### config.mk
export PLATFORM = sky130hd
export DESIGN_NAME = dispatch_queue
export DESIGN_NICKNAME = d
export VERILOG_FILES = /design/src/rtl/dispatch_queue_pkg.sv /design/src/rtl/dispatch_queue_operand_resolve.sv /design/src/rtl/dispatch_queue.sv
export SDC_FILE = /design/constraint.sdc
export NUM_CORES = 1
export LEC_CHECK = 0
export ABC_CLOCK_PERIOD_IN_PS = 6200
export CORE_MARGIN = 1.5
export CORE_UTILIZATION = 51
export DETAILED_ROUTE_END_ITERATION = 12
export PLACE_DENSITY = 0.92
export SLEW_MARGIN = 20
export SYNTH_ARGS = -nofsm -noshare
export SYNTH_HDL_FRONTEND = slang
export SYNTH_SLANG_ARGS = --single-unit
### constraint.sdc
create_clock -name Sys_clk -period 6.2 [get_ports Sys_clk]
set_clock_uncertainty 0.1 [all_clocks]
set_input_delay 1.24 -clock Sys_clk [delete_from_list [all_inputs] [get_ports Sys_clk]]
set_output_delay 1.24 -clock Sys_clk [all_outputs]
set_load 0.02 [all_outputs]
### src/rtl/dispatch_queue_pkg.sv
// Shared opcode encodings, sentinel tags and instruction classification helpers.
package dispatch_queue_pkg;

   localparam int unsigned DEF_REG_WIDTH = 5;
   localparam int unsigned DEF_ROB_WIDTH = 4;
   // Sentinels for the default widths; modules derive width-matched copies locally.
   localparam int unsigned NON_REG = 1 << DEF_REG_WIDTH;
   localparam int unsigned NON_DEP = 1 << DEF_ROB_WIDTH;

   typedef enum logic [6:0] {
      OpNone = 7'd0,
      OpLui, OpAuipc, OpJal, OpJalr,
      OpBeq, OpBne, OpBlt, OpBge, OpBltu, OpBgeu,
      OpLb, OpLh, OpLw, OpLbu, OpLhu,
      OpSb, OpSh, OpSw,
      OpAddi, OpSlti, OpSltiu, OpXori, OpOri, OpAndi, OpSlli, OpSrli, OpSrai,
      OpAdd, OpSub, OpSll, OpSlt, OpSltu, OpXor, OpSrl, OpSra, OpOr, OpAndd
   } opcode_e;

   function automatic logic is_ls(input logic [6:0] op);
      return (op >= OpLb) && (op <= OpSw);
   endfunction

   function automatic logic is_branch(input logic [6:0] op);
      return (op >= OpBeq) && (op <= OpBgeu);
   endfunction

   function automatic logic is_store(input logic [6:0] op);
      return (op >= OpSb) && (op <= OpSw);
   endfunction

   function automatic logic is_rtype(input logic [6:0] op);
      return (op >= OpAdd) && (op <= OpAndd);
   endfunction

   function automatic logic uses_rs1(input logic [6:0] op);
      return !((op == OpLui) || (op == OpAuipc) || (op == OpJal));
   endfunction

   function automatic logic uses_rs2(input logic [6:0] op);
      return is_branch(op) || is_store(op) || is_rtype(op);
   endfunction

endpackage

### src/rtl/dispatch_queue_operand_resolve.sv
// Resolves one source operand from RF tag/value, RoB probe and CDB broadcasts.
module operand_resolve #(
   parameter int unsigned ROB_WIDTH = 4,
   parameter int unsigned NUM_CDB   = 2
) (
   input  logic [ROB_WIDTH:0]           rf_q,
   input  logic [31:0]                  rf_v,
   input  logic                         rob_ready,
   input  logic [31:0]                  rob_v,
   input  logic [NUM_CDB-1:0]           cdb_en,
   input  logic [NUM_CDB*ROB_WIDTH-1:0] cdb_idx,
   input  logic [NUM_CDB*32-1:0]        cdb_val,
   output logic [ROB_WIDTH:0]           res_q,
   output logic [31:0]                  res_v
);

   localparam logic [ROB_WIDTH:0] NON_DEP_TAG = {1'b1, {ROB_WIDTH{1'b0}}};

   // Priority: ready in RF, ready in RoB, then lowest-numbered matching CDB channel.
   always_comb begin
      res_q = rf_q;
      res_v = rf_v;
      if (rf_q != NON_DEP_TAG) begin
         if (rob_ready) begin
            res_q = NON_DEP_TAG;
            res_v = rob_v;
         end else begin
            // Scan high to low so the lowest matching channel wins.
            for (int i = NUM_CDB - 1; i >= 0; i--) begin
               if (cdb_en[i] && (cdb_idx[i*ROB_WIDTH +: ROB_WIDTH] == rf_q[ROB_WIDTH-1:0])) begin
                  res_q = NON_DEP_TAG;
                  res_v = cdb_val[i*32 +: 32];
               end
            end
         end
      end
   end

endmodule

### src/rtl/dispatch_queue.sv
// In-order dispatch queue: buffers decoded instructions and issues the head to RS/LSB/RoB.
module dispatch_queue
   import dispatch_queue_pkg::*;
#(
   parameter int unsigned ADDR_WIDTH = 32,
   parameter int unsigned REG_WIDTH  = 5,
   parameter int unsigned ROB_WIDTH  = 4,
   parameter int unsigned DQ_DEPTH   = 4,
   parameter int unsigned NUM_CDB    = 2
) (
   input  logic                         Sys_clk,
   input  logic                         Sys_rst,
   input  logic                         Sys_rdy,
   input  logic                         DCDP_en,
   output logic                         DPDC_ready,
   input  logic [ADDR_WIDTH-1:0]        DCDP_pc,
   input  logic [6:0]                   DCDP_opcode,
   input  logic [REG_WIDTH-1:0]         DCDP_rs1,
   input  logic [REG_WIDTH-1:0]         DCDP_rs2,
   input  logic [REG_WIDTH-1:0]         DCDP_rd,
   input  logic [31:0]                  DCDP_imm,
   input  logic                         DCDP_predict,
   output logic [REG_WIDTH:0]           DPRF_rs1,
   output logic [REG_WIDTH:0]           DPRF_rs2,
   input  logic [ROB_WIDTH:0]           RFDP_Qj,
   input  logic [ROB_WIDTH:0]           RFDP_Qk,
   input  logic [31:0]                  RFDP_Vj,
   input  logic [31:0]                  RFDP_Vk,
   output logic [ROB_WIDTH:0]           DPRoB_Qj,
   output logic [ROB_WIDTH:0]           DPRoB_Qk,
   input  logic                         RoBDP_Qj_ready,
   input  logic                         RoBDP_Qk_ready,
   input  logic [31:0]                  RoBDP_Vj,
   input  logic [31:0]                  RoBDP_Vk,
   input  logic                         RoBDP_full,
   input  logic [ROB_WIDTH-1:0]         RoBDP_RoB_index,
   input  logic                         RoBDP_flush,
   input  logic                         RSDP_full,
   input  logic                         LSBDP_full,
   input  logic [NUM_CDB-1:0]           CDB_en,
   input  logic [NUM_CDB*ROB_WIDTH-1:0] CDB_RoB_index,
   input  logic [NUM_CDB*32-1:0]        CDB_value,
   output logic                         DPRS_en,
   output logic                         DPLSB_en,
   output logic                         DPRoB_en,
   output logic                         DPRF_en,
   output logic [ADDR_WIDTH-1:0]        DP_pc,
   output logic [6:0]                   DP_opcode,
   output logic [31:0]                  DP_imm,
   output logic                         DP_predict,
   output logic [ROB_WIDTH:0]           DP_Qj,
   output logic [ROB_WIDTH:0]           DP_Qk,
   output logic [31:0]                  DP_Vj,
   output logic [31:0]                  DP_Vk,
   output logic [REG_WIDTH:0]           DP_rd,
   output logic [ROB_WIDTH-1:0]         DP_RoB_index
);

   localparam int unsigned PTR_W = $clog2(DQ_DEPTH);
   localparam int unsigned CNT_W = PTR_W + 1;
   localparam logic [REG_WIDTH:0] NON_REG_TAG = {1'b1, {REG_WIDTH{1'b0}}};
   localparam logic [ROB_WIDTH:0] NON_DEP_TAG = {1'b1, {ROB_WIDTH{1'b0}}};

   logic [ADDR_WIDTH-1:0] pc_mem   [DQ_DEPTH];
   logic [6:0]            op_mem   [DQ_DEPTH];
   logic [REG_WIDTH-1:0]  rs1_mem  [DQ_DEPTH];
   logic [REG_WIDTH-1:0]  rs2_mem  [DQ_DEPTH];
   logic [REG_WIDTH-1:0]  rd_mem   [DQ_DEPTH];
   logic [31:0]           imm_mem  [DQ_DEPTH];
   logic                  pred_mem [DQ_DEPTH];

   logic [PTR_W-1:0] head_q, tail_q;
   logic [CNT_W-1:0] count_q, count_d;
   logic [6:0]       head_op;
   logic             head_ls, do_enq, do_iss;
   logic [REG_WIDTH:0] issue_rd;
   logic [ROB_WIDTH:0] res_qj, res_qk;
   logic [31:0]        res_vj, res_vk;

   operand_resolve #(.ROB_WIDTH(ROB_WIDTH), .NUM_CDB(NUM_CDB)) u_resolve_j (
      .rf_q      (RFDP_Qj),
      .rf_v      (RFDP_Vj),
      .rob_ready (RoBDP_Qj_ready),
      .rob_v     (RoBDP_Vj),
      .cdb_en    (CDB_en),
      .cdb_idx   (CDB_RoB_index),
      .cdb_val   (CDB_value),
      .res_q     (res_qj),
      .res_v     (res_vj)
   );

   operand_resolve #(.ROB_WIDTH(ROB_WIDTH), .NUM_CDB(NUM_CDB)) u_resolve_k (
      .rf_q      (RFDP_Qk),
      .rf_v      (RFDP_Vk),
      .rob_ready (RoBDP_Qk_ready),
      .rob_v     (RoBDP_Vk),
      .cdb_en    (CDB_en),
      .cdb_idx   (CDB_RoB_index),
      .cdb_val   (CDB_value),
      .res_q     (res_qk),
      .res_v     (res_vk)
   );

   // Handshake, issue decision, head register lookup and occupancy update.
   always_comb begin
      head_op    = op_mem[head_q];
      head_ls    = is_ls(head_op);
      DPDC_ready = Sys_rdy & ~Sys_rst & ~RoBDP_flush & (count_q != CNT_W'(DQ_DEPTH));
      do_enq     = DCDP_en & DPDC_ready;
      do_iss     = Sys_rdy & ~RoBDP_flush & (count_q != '0) & ~RoBDP_full &
                   (head_ls ? ~LSBDP_full : ~RSDP_full);
      DPRF_rs1   = uses_rs1(head_op) ? {1'b0, rs1_mem[head_q]} : NON_REG_TAG;
      DPRF_rs2   = uses_rs2(head_op) ? {1'b0, rs2_mem[head_q]} : NON_REG_TAG;
      DPRoB_Qj   = RFDP_Qj;
      DPRoB_Qk   = RFDP_Qk;
      issue_rd   = (is_branch(head_op) || is_store(head_op)) ? NON_REG_TAG
                                                             : {1'b0, rd_mem[head_q]};
      case ({do_enq, do_iss})
         2'b10:   count_d = count_q + CNT_W'(1);
         2'b01:   count_d = count_q - CNT_W'(1);
         default: count_d = count_q;
      endcase
   end

   // Entry storage; contents are meaningless outside head..tail so no reset is needed.
   always_ff @(posedge Sys_clk) begin
      if (do_enq) begin
         pc_mem[tail_q]   <= DCDP_pc;
         op_mem[tail_q]   <= DCDP_opcode;
         rs1_mem[tail_q]  <= DCDP_rs1;
         rs2_mem[tail_q]  <= DCDP_rs2;
         rd_mem[tail_q]   <= DCDP_rd;
         imm_mem[tail_q]  <= DCDP_imm;
         pred_mem[tail_q] <= DCDP_predict;
      end
   end

   // Pointers, count, issue strobes and registered issue payload.
   always_ff @(posedge Sys_clk or posedge Sys_rst) begin
      if (Sys_rst) begin
         head_q       <= '0;
         tail_q       <= '0;
         count_q      <= '0;
         DPRS_en      <= 1'b0;
         DPLSB_en     <= 1'b0;
         DPRoB_en     <= 1'b0;
         DPRF_en      <= 1'b0;
         DP_pc        <= '0;
         DP_opcode    <= '0;
         DP_imm       <= '0;
         DP_predict   <= 1'b0;
         DP_Qj        <= NON_DEP_TAG;
         DP_Qk        <= NON_DEP_TAG;
         DP_Vj        <= '0;
         DP_Vk        <= '0;
         DP_rd        <= '0;
         DP_RoB_index <= '0;
      end else if (Sys_rdy) begin
         if (RoBDP_flush) begin
            head_q   <= '0;
            tail_q   <= '0;
            count_q  <= '0;
            DPRS_en  <= 1'b0;
            DPLSB_en <= 1'b0;
            DPRoB_en <= 1'b0;
            DPRF_en  <= 1'b0;
         end else begin
            if (do_enq) tail_q <= tail_q + PTR_W'(1);
            if (do_iss) head_q <= head_q + PTR_W'(1);
            count_q  <= count_d;
            DPRS_en  <= do_iss & ~head_ls;
            DPLSB_en <= do_iss & head_ls;
            DPRoB_en <= do_iss;
            DPRF_en  <= do_iss;
            if (do_iss) begin
               DP_pc        <= pc_mem[head_q];
               DP_opcode    <= head_op;
               DP_imm       <= imm_mem[head_q];
               DP_predict   <= pred_mem[head_q];
               DP_Qj        <= res_qj;
               DP_Qk        <= res_qk;
               DP_Vj        <= res_vj;
               DP_Vk        <= res_vk;
               DP_rd        <= issue_rd;
               DP_RoB_index <= RoBDP_RoB_index;
            end
         end
      end
   end

endmodule

; ---- After elaboration in Yosys (flattened, before gate mapping)
; Memory sizes are Yosys's and may differ from the RTL's. A register that Yosys moved wholly into a read port is not among the register bits.
; Index checks and enable logic that the tools add are counted.
[op_classes]
n_lt_le_gt_ge = 7
n_mux = 31
bitwise_logic = 16
eq_ne = 12
n_reduce_logical = 20
addsub = 4
[ops]
columns = cell, n
row1 = $mux 32, 8
row2 = $mux 5, 8
row3 = $mux 6, 3
row4 = $eq 4x4->1, 4
row5 = $eq 7x2->1 const B, 2
row6 = $ge 7x5->1 const B, 2
row7 = $and 1x1->1, 10
row8 = $ne 5x5->1 const B, 2
row9 = $logic_and 1x1->1, 8
row10 = $mux 2, 4
row11 = $eq 7x1->1 const B, 1
row12 = $ge 7x3->1 const B, 1
row13 = $ge 7x4->1 const B, 1
row14 = $le 7x4->1 const B, 1
row15 = $le 7x5->1 const B, 1
row16 = $le 7x6->1 const B, 1
row17 = $mux 1, 6
row18 = $not 1->1, 6
row19 = $pmux 3 s2, 1
row20 = $reduce_and 2->1, 3
row21 = $reduce_bool 3->1, 2
row22 = $add 2x1->2 const B, 2
row23 = $logic_or 1x1->1, 4
row24 = $reduce_bool 2->1, 2
row25 = 7 further kinds, 7
[totals]
in_bits = 313
memories = 7
ff_bits = 101
ramBits = 348
[mem_list]
columns = name, words, width, read_ports, rd_ports_with_merged_regs, wr, line
row1 = imm_mem, 4, 32, 1, 1, 1, dispatch_queue.sv:69  ; logic [31:0] imm_mem [DQ_DEPTH];
row2 = pc_mem, 4, 32, 1, 1, 1, dispatch_queue.sv:64  ; logic [ADDR_WIDTH-1:0] pc_mem [DQ_DEPTH];
row3 = op_mem, 4, 7, 1, 0, 1, dispatch_queue.sv:65  ; logic [6:0] op_mem [DQ_DEPTH];
row4 = rd_mem, 4, 5, 1, 0, 1, dispatch_queue.sv:68  ; logic [REG_WIDTH-1:0] rd_mem [DQ_DEPTH];
row5 = rs1_mem, 4, 5, 1, 0, 1, dispatch_queue.sv:66  ; logic [REG_WIDTH-1:0] rs1_mem [DQ_DEPTH];
row6 = rs2_mem, 4, 5, 1, 0, 1, dispatch_queue.sv:67  ; logic [REG_WIDTH-1:0] rs2_mem [DQ_DEPTH];
row7 = 1 more memories, --, --, --, --, --, --

; ---- Longest topological paths before layout
[depth]
ltp_word = 8
ltp_mapped = 13
depth_no_buf = 10

; ---- Modules after synthesis
; Synthesis repeated with hierarchy kept, for this count alone.
[unflattened]
hier_cells = 1243
hier_area_um2 = 22089.9
[modules_own_cells]
columns = module, cells_each, area_per_inst_um2, instances, seq_area_each_um2
row1 = dispatch_queue, 897, 19129.6, 1, 14606.5
row2 = operand_resolve, 173, 1480.2, 2, 0.0

; ---- Worst setup path after synthesis
; OpenSTA, ideal clock, no wires.
[synth_timing]
path_type = input -> register
startpoint = in RoBDP_flush
endpoint = mem imm_mem[0][0] (enable)
setup_ps = 456
t_arrival_ps = 4322
path_stages = 3
required_ps = 5644
path_slack_ps = 1322
n_path_buf = 0
cell_sequence = nand2b_1 > a211oi_1 > and3_1
[synth_between]
elab_chain_len = 6
[synth_rtl]
columns = element, line
row1 = start: declaration, dispatch_queue.sv:37  ; input logic RoBDP_flush,
row2 = $not 1->1 (no line), --
row3 = $and 1x1->1 (2 in a row), dispatch_queue.sv:108  ; DPDC_ready = Sys_rdy & ~Sys_rst & ~RoBDP_flush & (count_q != CNT_W'(DQ_DEPTH));
row4 = named net DPDC_ready, dispatch_queue.sv:15  ; output logic DPDC_ready,
row5 = $and 1x1->1, dispatch_queue.sv:109  ; do_enq = DCDP_en & DPDC_ready;
row6 = $mux 1, dispatch_queue.sv:127  ; if (do_enq) begin
row7 = $mux 1 (not written as such), dispatch_queue.sv:133  ; imm_mem[tail_q] <= DCDP_imm;
row8 = end: declaration, dispatch_queue.sv:69
; The timed path passes the listed nets, and every way through them passes these cells.

; ---- Final worst setup path
[layout_timing]
startpoint = reg head_q[0]
endpoint = out DPRF_rs2[2]
[layout_between]
elab_chain_len = 6
[layout_rtl]
columns = element, line
row1 = start: declaration, dispatch_queue.sv:72  ; logic [PTR_W-1:0] head_q, tail_q;
row2 = start signal: assignment, dispatch_queue.sv:169  ; if (do_iss) head_q <= head_q + PTR_W'(1);
row3 = $mem_v2 4x7, --
row4 = "$ge 7x3->1, or another cell as far along", dispatch_queue_pkg.sv:25  ; return (op >= OpBeq) && (op <= OpBgeu);
row5 = $logic_and 1x1->1 (on tied branches), "dispatch_queue_pkg.sv:25, dispatch_queue_pkg.sv:29"
row6 = $logic_or 1x1->1 (2 in a row), dispatch_queue_pkg.sv:41  ; return is_branch(op) || is_store(op) || is_rtype(op);
row7 = $mux 6 *, dispatch_queue.sv:113  ; DPRF_rs2 = uses_rs2(head_op) ? {1'b0, rs2_mem[head_q]} : NON_REG_TAG;
row8 = end: declaration, dispatch_queue.sv:24  ; output logic [REG_WIDTH:0] DPRF_rs2,
; Mark *: on every way between the ends. The rest lies on a longest branch, timed or not.

==> metrics.cfg <==
[grt]
antenna_found_initial = 30
grt_max_degree = 84
grt_use_total = 0.310
grt_overflow_total = 0
grt_pass1_wl_mm = 99.7
grt_pass1_vias = 15546

[layout]
nets = 2240
multiInputGateArea_um2 = 6580
final_cells = 2527
regArea_um2 = 14600
area_growth_pct = 33.3
fin_util = 0.689
layout_commonest_cell = clkdlybuf4s50_1
drive_above_1_share = 0.148
fin_area_um2 = 28900
final_cell_mix = 493 x clkdlybuf4s50_1, 348 x edfxtp_1, 220 x nand2_1
nFillCells = 2675

[power_and_ir_drop]
powerDensity_nw_per_um2 = 392
seq_power_share = 0.414
p_sw_mw = 3.54
ir_worst_vdd_v = 0.000398
leakage_nw = 10.5
clkPwrFrac = 0.285
fin_total_pwr_mw = 11.3
p_sw_frac = 0.312
p_comb_frac = 0.301
p_int_mw = 7.80

[synthesis]
async_flop_share = 0.323
synth_cell_types = 39
syn_nets = 1773
synth_top_family_by_area = multiplexers
synth_compound_area_frac = 0.0647
synth_top_area_frac = 0.482
yosys.area_share.simple = 0.0645
post-synth-top-area-cell = edfxtp_1
synth_fa_ha_area_frac = 0.00289
muxShareOfSynthArea = 0.161
synth_cells = 1455
ys_seq_area_frac = 0.674
synth_xor_area_frac = 0.00768
synth_flop_cell = edfxtp_1
avgSynthCellArea_um2 = 14.9
ys_seq_elements = 514
synth-edff-count = 348
synthTopCellsByArea = edfxtp_1 48%, dfrtp_1 19%, mux4_2 9.0%
syn_area_um2 = 21700
ys_warn_count = 0

[flow_run]
cap_violations = 0

[drt]
via_count = 15038
drc_errors = 0
initialDrtViolationCount = 1375
first_pass_iters = 5
viasPerCell = 5.95
routed_wirelength_mm = 68.1
wl_per_cell_um = 26.9
ant_nets = 0

[critical_path]
reg2reg_depth = 11
r2r_setup_slack_ps = 1620
r2r-end = count_q[2]
startpoint_type = flip-flop
path_class = reg -> out
crit_path_max_fanout = 34
r2r_start = head_q[0]
cp-startpoint = head_q[0]
cp.arrival_ps = 3890
cp-end-kind = output pin
critPathCapture = DPRF_rs2[2]
worstPathRequired_ps = 4860

[placed_design]
dp_slack_ps = 1610
dp_cells = 2409
routabilityCongestion = 0.997
postPlaceCellArea_um2 = 27100
port_buffers = 495
dp_hpwl_mm = 45.3

[sta]
hold_viol = 0
fmax_mhz = 191
fin_crit_sh = 0.844
period_minus_slack_ps = 5230
rsz0062_at_grt = no
finalMaxSlewViolations = 0
setup_tns_ps = 0
whs_ps = 380
setup_viol_count_final = 0
worstMarginPinSlew_ps = 1030
finalWorstSetupSlack_ps = 966
slew_headroom = 0.312

[min_path]
hold_start = DP_Vj[0]
hp-class = reg -> reg

[cts]
cts_made_buffers = 50
post_cts_buffers = 0
hold_buffers = 0
htreeDepth = 2
clock-sinks = 514
clk_path_buf_depth = 3
ctsResizeCount = 0
worstSkewPairLatency_ps = 610
cts_tree = built
cts_root_buf = clkbuf_16
clk_pin_slew_ps = 60

[die]
core_um2 = 41900
die_y_um = 209
die_x_um = 209
initial_core_util = 0.517
die-area_um2 = 43700
ios = 496
rows = 75

[run_status]
status = complete, no violations

[final cells by class]
class                      count  area share
antenna                       25     0.00216
clock buffer                  58      0.0454
clock inverter                35      0.0151
inverter                       8     0.00130
multi-input combinational    825       0.228
sequential                   514       0.506
tap                          539      0.0233
timing repair buffer         523       0.179
[synth_stat cells, drive strengths merged, types with 6 or more instances]
master / count
clkbuf: 69
a211oi: 65
mux4: 87
nand2b: 6
xnor2: 6
nand2: 222
edfxtp: 348
nor3: 6
mux2i: 66
mux2: 77
dfrtp: 164
nor2b: 10
inv: 8
nor2: 79
buf: 39
xor2: 13
o22ai: 65
a21oi: 6
o21ai: 85
[worst min path at each step]
stage               depth (start not counted)          to
finish                                      2    DP_Vj[0]
global route                                2   DP_Vj[30]
CTS                                         2   DP_Vj[15]
detailed placement                          2   DP_Vj[15]
global placement                            2   DP_Vk[29]
floorplan                                   1  count_q[0]
[critical path, cell delays in order (launching register included)]
cell,delay [ps]
dfrtp_4,860
mux4_2,670
nor2_1,230
o211a_1,190
a21oi_1,40
nor2_1,180
nor2_1,190
nor2b_1,230
clkdlybuf4s50_1,680
[sequential cells by signal, indices dropped and copies added (netlist names), 2 cells and up]
| register | cells |
|---|---|
| DP_Qj | 5 |
| DP_opcode | 7 |
| rs2_mem | 20 |
| rs1_mem | 20 |
| DP_imm | 32 |
| count_q | 3 |
| tail_q | 2 |
| DP_RoB_index | 4 |
| DP_Vj | 32 |
| head_q | 2 |
| pred_mem | 4 |
| DP_Vk | 32 |
| pc_mem | 128 |
| imm_mem | 128 |
| rd_mem | 20 |
| DP_pc | 32 |
| op_mem | 28 |
| DP_Qk | 5 |
| DP_rd | 6 |
[per-layer routing]
metal | GRT usage | up-vias | wire length (µm)
li1 | - | 6467 | -
met1 | 0.350 | 7529 | 23400
met2 | 0.530 | 833 | 34600
met3 | 0.0882 | 195 | 5890
met4 | 0.180 | 14 | 4120
met5 | 0 | - | 113
[cell families after synthesis]
group | Yosys count
flops | 514
simple gates | 344
mux | 230
compound gates | 227
buf+inv | 116
xor+xnor | 19
fa+ha+maj | 5
[power by group through the flow]
stage               logic [mW]  clock network [mW]  registers [mW]
CTS                       3.43                3.27            4.68
global route              3.59                3.38            4.74
global placement          3.27                   0            4.68
finish                    3.41                3.23            4.69
floorplan                 1.14                   0            5.17
detailed placement        3.36                   0            4.72
Power figures use the tool's default switching activity.
